`config.mk`:
```
export PLATFORM = sky130hd
export DESIGN_NAME = fft_radix2_stream
export DESIGN_NICKNAME = d
export VERILOG_FILES = /design/src/rtl/fft_pkg.sv /design/src/rtl/fft_twiddle_rom.sv /design/src/rtl/fft_radix2_stream.sv
export SDC_FILE = /design/constraint.sdc
export NUM_CORES = 1
export LEC_CHECK = 0
export CORE_ASPECT_RATIO = 1.4
export CORE_UTILIZATION = 60
export CTS_CLUSTER_DIAMETER = 30
export DETAILED_ROUTE_END_ITERATION = 10
export PLACE_DENSITY = 0.79
export SLEW_MARGIN = 20
export SYNTH_ARGS = -nofsm -noshare
export SYNTH_HDL_FRONTEND = slang
export SYNTH_SLANG_ARGS = --single-unit
export TNS_END_PERCENT = 50
```
`constraint.sdc`:
```
create_clock -name sys_clk_i -period 10.7 [get_ports sys_clk_i]
set_input_delay 1.605 -clock sys_clk_i [delete_from_list [all_inputs] [get_ports sys_clk_i]]
set_output_delay 1.605 -clock sys_clk_i [all_outputs]
set_load 0.005 [all_outputs]
```
`src/rtl/fft_pkg.sv`:
```
// ---------------------------------------------------------------------------
// fft_pkg
// Shared definitions for the streaming radix-2 FFT:
//   - FSM state encodings (IDLE, LOAD, COMPUTE, UNLOAD)
//   - bitrev()   : reverse the low 'bits' bits of an index
//   - tw_quant() : elaboration-time twiddle quantiser, W = exp(-j*2*pi*k/N)
//                  scaled to signed Q2.(tw_width-2), rounded to nearest
// ---------------------------------------------------------------------------
package fft_pkg;

    localparam logic [1:0] ST_IDLE    = 2'd0;
    localparam logic [1:0] ST_LOAD    = 2'd1;
    localparam logic [1:0] ST_COMPUTE = 2'd2;
    localparam logic [1:0] ST_UNLOAD  = 2'd3;

    localparam real PI = 3.14159265358979323846;

    function automatic int unsigned bitrev(input int unsigned v, input int unsigned bits);
        int unsigned r;
        r = 0;
        for (int unsigned i = 0; i < bits; i++) begin
            r = (r << 1) | ((v >> i) & 32'd1);
        end
        return r;
    endfunction

    // Real or imaginary part of exp(-j*2*pi*k/2**log2n) in Q2.(tw_width-2).
    function automatic int tw_quant(input int unsigned k, input int unsigned log2n,
                                    input int unsigned tw_width, input bit want_imag);
        real ang;
        real scale;
        real v;
        ang   = -2.0 * PI * real'(k) / real'(longint'(1) << log2n);
        scale = real'(longint'(1) << (tw_width - 2));
        v     = (want_imag ? $sin(ang) : $cos(ang)) * scale;
        if (v >= 0.0) begin
            return $rtoi(v + 0.5);
        end
        return -$rtoi(-v + 0.5);
    endfunction

endpackage

```
`src/rtl/fft_twiddle_rom.sv`:
```
// ---------------------------------------------------------------------------
// fft_twiddle_rom
// Constant twiddle table for an N = 2**LOG2N point DIT FFT. Holds the N/2
// factors W^k = exp(-j*2*pi*k/N), k = 0..N/2-1, in signed Q2.(TW_WIDTH-2),
// computed at elaboration. Read is combinational.
// Ports:
//   i_addr  : twiddle index k
//   o_w_re  : Re(W^k)
//   o_w_im  : Im(W^k)
// ---------------------------------------------------------------------------
module fft_twiddle_rom
    import fft_pkg::*;
#(
    parameter int LOG2N    = 2,
    parameter int TW_WIDTH = 16
) (
    input  logic [((LOG2N > 1) ? LOG2N - 1 : 1)-1:0] i_addr,
    output logic signed [TW_WIDTH-1:0]               o_w_re,
    output logic signed [TW_WIDTH-1:0]               o_w_im
);

    localparam int AW    = (LOG2N > 1) ? LOG2N - 1 : 1;
    localparam int DEPTH = 1 << AW;

    logic signed [TW_WIDTH-1:0] w_tab_re [0:DEPTH-1];
    logic signed [TW_WIDTH-1:0] w_tab_im [0:DEPTH-1];

    // For N=2 the address is padded to one bit; the spare entry is never addressed.
    for (genvar g = 0; g < DEPTH; g++) begin : g_tw
        localparam logic signed [31:0] C_RE = tw_quant(g, LOG2N, TW_WIDTH, 1'b0);
        localparam logic signed [31:0] C_IM = tw_quant(g, LOG2N, TW_WIDTH, 1'b1);
        assign w_tab_re[g] = C_RE[TW_WIDTH-1:0];
        assign w_tab_im[g] = C_IM[TW_WIDTH-1:0];
    end

    assign o_w_re = w_tab_re[i_addr];
    assign o_w_im = w_tab_im[i_addr];

endmodule

```
`src/rtl/fft_radix2_stream.sv`:
```
// ---------------------------------------------------------------------------
// fft_radix2_stream
// Streaming in-place radix-2 DIT FFT, N = 2**LOG2N points, one butterfly per
// clock. A frame is loaded at bit-reversed addresses, transformed in
// LOG2N*N/2 cycles, then unloaded in natural order from registered outputs.
// Ports:
//   sys_clk_i          : clock, rising edge
//   rst_n_i            : asynchronous active-low reset
//   data_in_flag_i     : marks input word x[0]
//   xn_real_i/imag_i   : input sample (signed DATA_WIDTH)
//   ready_o            : high in IDLE, a new frame may start
//   data_out_flag_o    : marks output word X[0]
//   data_out_valid_o   : X[k] present on xk_*_o
//   xk_real_o/imag_o   : output bin (signed DATA_WIDTH+LOG2N), 0 when not valid
//   frame_drop_o       : one-cycle pulse for a start flag ignored in COMPUTE/UNLOAD
// ---------------------------------------------------------------------------
module fft_radix2_stream
    import fft_pkg::*;
#(
    parameter int DATA_WIDTH = 16,
    parameter int LOG2N      = 2,
    parameter int TW_WIDTH   = 16
) (
    input  logic                               sys_clk_i,
    input  logic                               rst_n_i,
    input  logic                               data_in_flag_i,
    input  logic signed [DATA_WIDTH-1:0]       xn_real_i,
    input  logic signed [DATA_WIDTH-1:0]       xn_imag_i,
    output logic                               ready_o,
    output logic                               data_out_flag_o,
    output logic                               data_out_valid_o,
    output logic signed [DATA_WIDTH+LOG2N-1:0] xk_real_o,
    output logic signed [DATA_WIDTH+LOG2N-1:0] xk_imag_o,
    output logic                               frame_drop_o
);

    localparam int N  = 1 << LOG2N;
    localparam int IW = DATA_WIDTH + LOG2N;
    localparam int PW = IW + TW_WIDTH + 1;
    localparam int AW = (LOG2N > 1) ? LOG2N - 1 : 1;

    localparam logic [LOG2N-1:0] ONE        = LOG2N'(1);
    localparam logic [LOG2N-1:0] LAST_IDX   = LOG2N'(N - 1);
    localparam logic [LOG2N-1:0] LAST_BF    = LOG2N'(N / 2 - 1);
    localparam logic [2:0]       LAST_STAGE = 3'(LOG2N - 1);

    logic [1:0]             r_state;
    logic [LOG2N-1:0]       r_cnt;
    logic [LOG2N-1:0]       r_bf;
    logic [2:0]             r_stage;
    logic signed [IW-1:0]   r_xk_re;
    logic signed [IW-1:0]   r_xk_im;
    logic                   r_valid;
    logic                   r_oflag;
    logic                   r_drop;
    logic signed [IW-1:0]   r_mem_re [0:N-1];
    logic signed [IW-1:0]   r_mem_im [0:N-1];

    logic                       w_load_restart;
    logic [LOG2N-1:0]           w_ld_addr;
    logic [LOG2N-1:0]           w_mask;
    logic [LOG2N-1:0]           w_top;
    logic [LOG2N-1:0]           w_bot;
    logic [AW-1:0]              w_tw_addr;
    logic signed [TW_WIDTH-1:0] w_w_re;
    logic signed [TW_WIDTH-1:0] w_w_im;
    logic signed [IW-1:0]       w_a_re;
    logic signed [IW-1:0]       w_a_im;
    logic signed [IW-1:0]       w_b_re;
    logic signed [IW-1:0]       w_b_im;
    logic signed [PW-1:0]       w_prod_re;
    logic signed [PW-1:0]       w_prod_im;
    logic signed [IW-1:0]       w_t_re;
    logic signed [IW-1:0]       w_t_im;
    logic signed [IW-1:0]       w_a2_re;
    logic signed [IW-1:0]       w_a2_im;
    logic signed [IW-1:0]       w_b2_re;
    logic signed [IW-1:0]       w_b2_im;

    assign w_load_restart = data_in_flag_i && ((r_state == ST_IDLE) || (r_state == ST_LOAD));

    // Butterfly b of stage s pairs (top, top + 2^s): top inserts a zero bit at
    // position s into b, and the twiddle index is (b mod 2^s) * N / 2^(s+1).
    always_comb begin
        w_ld_addr = LOG2N'(bitrev(32'(r_cnt), LOG2N));
        w_mask    = LOG2N'((32'd1 << r_stage) - 32'd1);
        w_top     = ((r_bf & ~w_mask) << 1) | (r_bf & w_mask);
        w_bot     = w_top | LOG2N'(32'd1 << r_stage);
        w_tw_addr = AW'(32'(r_bf & w_mask) << (32'(LOG2N - 1) - 32'(r_stage)));
    end

    fft_twiddle_rom #(
        .LOG2N    (LOG2N),
        .TW_WIDTH (TW_WIDTH)
    ) u_twiddle_rom (
        .i_addr (w_tw_addr),
        .o_w_re (w_w_re),
        .o_w_im (w_w_im)
    );

    // Full-precision complex multiply W*B, truncated back to Q0 by an
    // arithmetic shift; W = 1 and W = -j therefore pass B through exactly.
    always_comb begin
        w_a_re    = r_mem_re[w_top];
        w_a_im    = r_mem_im[w_top];
        w_b_re    = r_mem_re[w_bot];
        w_b_im    = r_mem_im[w_bot];
        w_prod_re = PW'(w_b_re) * PW'(w_w_re) - PW'(w_b_im) * PW'(w_w_im);
        w_prod_im = PW'(w_b_re) * PW'(w_w_im) + PW'(w_b_im) * PW'(w_w_re);
        w_t_re    = IW'(w_prod_re >>> (TW_WIDTH - 2));
        w_t_im    = IW'(w_prod_im >>> (TW_WIDTH - 2));
        w_a2_re   = w_a_re + w_t_re;
        w_a2_im   = w_a_im + w_t_im;
        w_b2_re   = w_a_re - w_t_re;
        w_b2_im   = w_a_im - w_t_im;
    end

    // Sample memory: not reset; a reset only discards the frame via the FSM.
    always_ff @(posedge sys_clk_i) begin
        if (w_load_restart) begin
            r_mem_re[0] <= IW'(xn_real_i);
            r_mem_im[0] <= IW'(xn_imag_i);
        end else if (r_state == ST_LOAD) begin
            r_mem_re[w_ld_addr] <= IW'(xn_real_i);
            r_mem_im[w_ld_addr] <= IW'(xn_imag_i);
        end else if (r_state == ST_COMPUTE) begin
            r_mem_re[w_top] <= w_a2_re;
            r_mem_im[w_top] <= w_a2_im;
            r_mem_re[w_bot] <= w_b2_re;
            r_mem_im[w_bot] <= w_b2_im;
        end
    end

    always_ff @(posedge sys_clk_i or negedge rst_n_i) begin
        if (!rst_n_i) begin
            r_state <= ST_IDLE;
            r_cnt   <= '0;
            r_bf    <= '0;
            r_stage <= '0;
            r_xk_re <= '0;
            r_xk_im <= '0;
            r_valid <= 1'b0;
            r_oflag <= 1'b0;
            r_drop  <= 1'b0;
        end else begin
            r_xk_re <= '0;
            r_xk_im <= '0;
            r_valid <= 1'b0;
            r_oflag <= 1'b0;
            r_drop  <= 1'b0;
            case (r_state)
                ST_IDLE: begin
                    if (data_in_flag_i) begin
                        r_cnt   <= ONE;
                        r_state <= ST_LOAD;
                    end
                end
                ST_LOAD: begin
                    if (data_in_flag_i) begin
                        r_cnt <= ONE;
                    end else if (r_cnt == LAST_IDX) begin
                        r_bf    <= '0;
                        r_stage <= '0;
                        r_state <= ST_COMPUTE;
                    end else begin
                        r_cnt <= r_cnt + ONE;
                    end
                end
                ST_COMPUTE: begin
                    r_drop <= data_in_flag_i;
                    if (r_bf == LAST_BF) begin
                        r_bf <= '0;
                        if (r_stage == LAST_STAGE) begin
                            r_cnt   <= '0;
                            r_state <= ST_UNLOAD;
                        end else begin
                            r_stage <= r_stage + 3'd1;
                        end
                    end else begin
                        r_bf <= r_bf + ONE;
                    end
                end
                ST_UNLOAD: begin
                    r_drop  <= data_in_flag_i;
                    r_xk_re <= r_mem_re[r_cnt];
                    r_xk_im <= r_mem_im[r_cnt];
                    r_valid <= 1'b1;
                    r_oflag <= (r_cnt == '0);
                    r_cnt   <= r_cnt + ONE;
                    if (r_cnt == LAST_IDX) begin
                        r_state <= ST_IDLE;
                    end
                end
                default: r_state <= ST_IDLE;
            endcase
        end
    end

    assign ready_o          = (r_state == ST_IDLE);
    assign data_out_flag_o  = r_oflag;
    assign data_out_valid_o = r_valid;
    assign xk_real_o        = r_xk_re;
    assign xk_imag_o        = r_xk_im;
    assign frame_drop_o     = r_drop;

endmodule

```
==> metrics.md, run 1 <==
| Metric | Value |
|---|---|
| Critical Setup Path Class | flip-flop to flip-flop |
| Worst path most repeated cell | ha_1 |
| Most common cell after layout, fill and taps aside | ha_1 |
| Most frequent cells in the layout | 317 x ha_1, 210 x nor2_1, 203 x inv_1, 203 x nand2_1, 148 x a21oi_1 |
| Total GRT Usage | 34.9% |
| Final #Nets | 2642 |
| Share of post-route cells with drive strength above 1 | 6.25% |
| DP Wirelength | 42600 um |
| Synth top area cells | edfxtp_1 21%, ha_1 20%, dfrtp_1 5.9% |
| Worst skew pair latency | 0.47 ns |
| Area Overhead vs Synth | 8.52% |
| Setup TNS Final | 0 ns |
| R2r endpoint | r_mem_re[0][17]$_DFFE_PP_ |
| H-tree levels | 4 |
| CP endpoint kind | flip-flop |
| DRC | 0 |
| Fill cells | 2691 |
| Syn Inst Count | 2238 |
| Die width | 158 um |
| Slack of the worst reg-to-reg path | 0.74 ns |
| Syn avg cell area | 9.12 um2 |
| Simple-Gate Fraction of Synth Area | 14.7% |
| CP arrival | 10.14 ns |
| Register area share after synthesis | 27.1% |
| Die height | 220 um |
| Cts repair resizes | 0 |
| Setup violators final | 0 |
| Status | finished clean |
| Initial antenna violation count | 1 |
| Via density | 6.33 |
| Starting density of the core | 61.3% |
| Critical Path RT | 10.88 ns |
| # clock sinks | 192 |
| Crit-path slowest cell | o21a_4 |
| Startpoint Class | flip-flop |
| DR iter-0 viols | 1532 |
| Largest family of logic cells by synthesized area | adder cells |
| Reg2Reg Depth | 32 |
| Core area | 0.0333 mm2 |
| Worst slew pin tran | 1.15 ns |
| Final Skew | 0.0146 ns |
| Adder-cell area share of the yosys netlist | 24.0% |
| CTS buffer count | 17 |
| Clock Path Buffers | 2 |
| Total gr overflow | 0 |
| Vias in the first global route | 17100 |
| Final wirelength | 59100 um |
| Worst-path clk slew | 0.08 ns |
| Num rows | 79 |
| First-pass GRT wire length | 90800 um |
| Area share of the largest cell type after synthesis | 21.2% |
| Buffers on Ports | 74 |
| Syn Nets | 2637 |
| Largest area contributor in the netlist | edfxtp_1 |
| Max Slew Vio Count | 0 |
| # hold bufs at CTS | 0 |
| Unrepaired setup endpoints after global routing | false |
| Worst hold path type | flip-flop to flip-flop |
| CP max FO | 46 |
| I/O pins | 75 |
| Fin crit share | 93.1% |
| Async SR Flop Fraction | 25.0% |
| Xor and xnor area share after synthesis | 4.67% |
| Postcts setup bufs | 0 |
| Worst Hold Endpoint | r_state[1]$_DFFE_PN0P_ |
| Vias | 17100 |
| Number of diodes | 0 |
| Fmax achieved | 100 MHz |
| Synth cell types | 79 |
| Seq cells post-synth | 192 |
| Routability Congestion | 0.957 |
| Largest net degree at the start of global routing | 53 |
| DR pass1 iterations | 6 |
| Multiplexer area fraction after synthesis | 9.89% |
| Min Clock Period, post-route | 9.96 ns |
| Worst Min Path Start | r_state[1]$_DFFE_PN0P_ |
| Avg WL per Cell | 21.9 um |
| Synth Flop Type | edfxtp_1 |
| Number of synthesized flops with an enable pin | 144 |
| Die area | 0.0348 mm2 |
| Delay of the slowest critical-path stage | 0.69 ns |
| Synthesized cell area | 0.0204 mm2 |
| Post-route ant nets | 0 |
| Fin. Hold Viols | 0 |
| Post-synthesis compound-gate area fraction | 13.7% |
| Root Buffer Master | clkbuf_16 |
| Hold depth | 1 |
| Ys Warns | 0 |
| CTS tree | yes |
| Max-Cap Viols | 0 |
| R2r startpoint | r_stage[2]$_DFFE_PN0P_ |
| Worst slew margin | 23.6% |
-- cells in the mapped netlist (9+ instances only) --
library cell    n
fa_1           46
o22ai_1         9
nand2_1       204
and2_1         72
a21o_1         15
nand2b_1       33
o21a_1         10
nor3_1         34
a22oi_1        37
nor2_1        211
inv_1         203
mux2i_1        97
a211oi_1        9
xor2_1         29
mux4_2         38
mux2_2         17
o21bai_1       17
nor2b_1        18
o211ai_1       10
clkbuf_1       88
buf_1          18
o21ai_0       111
nand3_1        42
edfxtp_1      144
and3_1          9
ha_1          318
dfrtp_1        48
xnor2_1        72
a31oi_1        20
a21oi_1       148
-- final cells by class --
cell class / count / area, um2 / share of cell area [%]
Sequential cell: 192 / 5530 / 25.0
Inverter: 204 / 766 / 3.46
Timing Repair Buffer: 100 / 951 / 4.29
Clock buffer: 23 / 490 / 2.22
Clock inverter: 9 / 68.8 / 0.311
Tap cell: 445 / 557 / 2.51
Multi-Input combinational cell: 1728 / 13800 / 62.2
-- per-stage QoR --
stage          setup slack, ns  cell area, um2  std cells  utilization, %  hold WS (ns)
2_1_floorplan             2.13           20400       2238               -         0.558
3_3_place_gp             0.935           21600       2668            64.7         0.583
3_5_place_dp             0.878           21600       2669            64.8         0.614
4_1_cts                  0.818           22100       2701            66.5         0.630
5_1_grt                 0.0384           22100       2701            66.5         0.646
6_report                 0.742           22100       2701            66.5         0.624
-- layer usage --
metal	up-vias	GRT usage, %	wire (um)
met4	0	21.1	3330
met5	-	0	0
met2	795	62.2	30300
met1	8212	38.7	21500
met3	232	5.72	3960
li1	7865	-	-
-- worst max-delay path, delay by kind of cell, from the launching register on --
kind,cells,cell delay [ns]
AO/OA/AOI/OAI,12,3.97
XOR/XNOR,1,0.18
buffers and inverters,2,0.46
flip-flops,1,0.53
adder cells (fa/ha/maj),10,3.48
AND/OR/NAND/NOR,7,1.02
-- worst max path at each step --
stage / from / endpoint
floorplan: r_stage[1]$_DFFE_PN0P_ / r_mem_re[2][17]$_DFFE_PP_
global placement: r_stage[0]$_DFFE_PN0P_ / r_mem_re[1][17]$_DFFE_PP_
detailed placement: r_stage[0]$_DFFE_PN0P_ / r_mem_re[0][17]$_DFFE_PP_
CTS: r_stage[2]$_DFFE_PN0P_ / r_mem_re[0][17]$_DFFE_PP_
global route: r_stage[0]$_DFFE_PN0P_ / r_mem_re[0][17]$_DFFE_PP_
finish: r_stage[2]$_DFFE_PN0P_ / r_mem_re[0][17]$_DFFE_PP_
-- kinds of logic after synthesis --
| kind of cell | Yosys count |
|---|---|
| and+or+nand+nor | 655 |
| xor gates and xnor gates | 104 |
| muxes | 152 |
| AOI/OAI and AO/OA | 452 |
| buffers and inverters | 318 |
| DFF | 192 |
| other | 1 |
| adders and majority gates | 364 |
-- sequential cells by signal (all words and copies together), names as in the netlist --
register	count
frame_drop_o	1
xk_imag_o	18
data_out_valid_o	1
r_state	2
xk_real_o	18
r_mem_im	72
r_mem_re	72
r_stage	3
r_cnt	2
data_out_flag_o	1
r_bf	2
Power of run 1 is left out: the tool's default activity adds up to more than one toggle a clock period on the data nets, which glitch-free logic cannot reach.
==> run 2: changes to the inputs <==
--- a/config.mk
+++ b/config.mk
@@ -5,11 +5,13 @@
 export SDC_FILE = /design/constraint.sdc
 export NUM_CORES = 1
 export LEC_CHECK = 0
+export CELL_PAD_IN_SITES_DETAIL_PLACEMENT = 1
+export CELL_PAD_IN_SITES_GLOBAL_PLACEMENT = 1
 export CORE_ASPECT_RATIO = 1.4
-export CORE_UTILIZATION = 60
+export CORE_UTILIZATION = 50
 export CTS_CLUSTER_DIAMETER = 30
 export DETAILED_ROUTE_END_ITERATION = 10
-export PLACE_DENSITY = 0.79
+export PLACE_DENSITY_LB_ADDON = 0.1
 export SLEW_MARGIN = 20
 export SYNTH_ARGS = -nofsm -noshare
 export SYNTH_HDL_FRONTEND = slang
==> run 2 against run 1 <==
  * Wire length is 16% higher
  * Global-route usage is 1.3 points lower
  * Cell count is 3.4% higher
  * Critical endpoint is now r_mem_re[2][15]$_DFFE_PP_
==> metrics.md, run 2 (synthesis gave the netlist of run 1 again) <==
| Metric | Value |
|---|---|
| Status | finished clean |
| Worst path most repeated cell | ha_1 |
| Final Skew | 0.0159 ns (+0.00134 ns) |
| Core area | 0.0403 mm2 (+21%) |
| Die area | 0.0416 mm2 (+20%) |
| DR pass1 iterations | 7 (+1) |
| Final wirelength | 68400 um (+16%) |
| Crit-path slowest cell | o21a_4 |
| Delay of the slowest critical-path stage | 0.87 ns (+0.18 ns) |
| # clock sinks | 192 (unchanged) |
| Postcts setup bufs | 0 (unchanged) |
| CTS buffer count | 17 (unchanged) |
| Root Buffer Master | clkbuf_16 |
| DR iter-0 viols | 1117 (-27%) |
| Area Overhead vs Synth | 9.20% |
| Startpoint Class | flip-flop |
| CP endpoint kind | flip-flop |
| First-pass GRT wire length | 106000 um (+17%) |
| Unrepaired setup endpoints after global routing | false |
| Number of diodes | 0 (unchanged) |
| Largest regs | r_mem_im x72, r_mem_re x72 |
| Max-Cap Viols | 0 (unchanged) |
| Critical Path RT | 10.88 ns (about the same) |
| Setup violators final | 0 (unchanged) |
| Buffers on Ports | 74 (unchanged) |
| I/O pins | 75 (unchanged) |
| Worst skew pair latency | 0.48 ns (about the same) |
| H-tree levels | 4 (unchanged) |
| Fin crit share | 92.3% (-0.75 points) |
| Total gr overflow | 0 (unchanged) |
| Fin. Hold Viols | 0 (unchanged) |
| Vias | 17300 (+0.90%) |
| Worst Hold Slack | 0.614 ns (-0.0104 ns) |
| Fmax achieved | 101 MHz (+0.81%) |
| Min Clock Period, post-route | 9.88 ns (-0.0801 ns) |
| Most common cell after layout, fill and taps aside | ha_1 |
| Via density | 6.18 (-2.4%) |
| CTS tree | yes |
| Final #Nets | 2645 (+0.11%) |
| DRC | 0 (unchanged) |
| Largest net degree at the start of global routing | 68 (+28%) |
| Setup TNS Final | 0 ns (unchanged) |
| # hold bufs at CTS | 0 (unchanged) |
| Initial antenna violation count | 0 (-1) |
| Cts repair resizes | 0 (unchanged) |
| Clock Path Buffers | 2 (unchanged) |
| Vias in the first global route | 19000 (+11%) |
| Worst hold path type | flip-flop to flip-flop |
| Num rows | 87 (+10%) |
| Worst slew margin | 20.0% (-3.6 points) |
| DP Wirelength | 49800 um (+17%) |
| Share of post-route cells with drive strength above 1 | 6.55% (+0.30 points) |
| Die width | 173 um (+9.4%) |
| Worst slew pin tran | 1.20 ns (+0.0495 ns) |
| Worst-path clk slew | 0.08 ns (about the same) |
| Critical Setup Path Class | flip-flop to flip-flop |
| Routability Congestion | 0.929 (-2.9%) |
| Post-route ant nets | 0 (unchanged) |
| Avg WL per Cell | 24.5 um (+12%) |
| Die height | 241 um (+9.5%) |
| Total GRT Usage | 33.5% (-1.3 points) |
| CP arrival | 10.06 ns (-0.08 ns) |
| CP max FO | 67 (+46%) |
| Most frequent cells in the layout | 317 x ha_1, 209 x nor2_1, 203 x inv_1, 203 x nand2_1, 148 x a21oi_1 |
| Max Slew Vio Count | 0 (unchanged) |
| Starting density of the core | 50.7% (-11 points) |
## run 2: cell count changes in the layout (fill, tap and decap cells not counted), sizes merged
cell      change
clkbuf        -5
buf           +3
clkinvlp      +2
bufinv        +1
clkinv        +1
inv           +1
## run 2: path summary, 6_finish.rpt
path,from,endpoint,slack [ns],cells past startpoint
worst max-delay path,r_stage[2]$_DFFE_PN0P_,r_mem_re[2][15]$_DFFE_PP_,0.82,32
worst min-delay path,r_state[1]$_DFFE_PN0P_,r_state[1]$_DFFE_PN0P_,0.61,1
worst max register to register,r_stage[2]$_DFFE_PN0P_,r_mem_re[2][15]$_DFFE_PP_,0.82,32
worst min register to register,r_state[1]$_DFFE_PN0P_,r_state[1]$_DFFE_PN0P_,0.61,1
max in group asynchronous,rst_n_i,xk_imag_o[14]$_DFF_PN0_,8.86,2
min in group asynchronous,rst_n_i,xk_imag_o[4]$_DFF_PN0_,1.28,2
## run 2: critical path, delay by kind of cell, from the launching register on
family                   cells  cell delay [ns]
AO/OA/AOI/OAI               10             3.54
XOR/XNOR                     2             0.32
multiplexers                 1             0.18
AND/OR/NAND/NOR              8             1.27
adder cells (fa/ha/maj)     10             3.70
flip-flops                   1             0.53
buffers and inverters        1             0.04
## run 2: stage by stage
step	std cells	worst slack [ns]	util, %	area (um2)
4_1_cts	2793	0.906	55.3	22300
3_3_place_gp	2761	1.24	53.9	21700
6_report	2793	0.822	55.3	22300
2_1_floorplan	2238	2.13	-	20400
5_1_grt	2793	0.224	55.3	22300
3_5_place_dp	2761	0.996	53.9	21700
## run 2: area by class of cell
class,instances,area [um2]
Sequential cell,192,5530
Timing Repair Buffer,103,953
Fill cell,4637,18000
Clock buffer,18,429
Clock inverter,14,148
Multi-Input combinational cell,1728,13800
Inverter,204,766
Tap cell,534,668
## run 2: per-layer routing
metal  track usage, %  share of wire [%]  up-vias
met2             63.5                 53      547
met3             4.32                4.6      212
met5                0                  0        -
met1             35.6                 37     8637
met4             19.6                5.5        0
li1                 -                  -     7862
Power of run 2 is left out for the same reason.
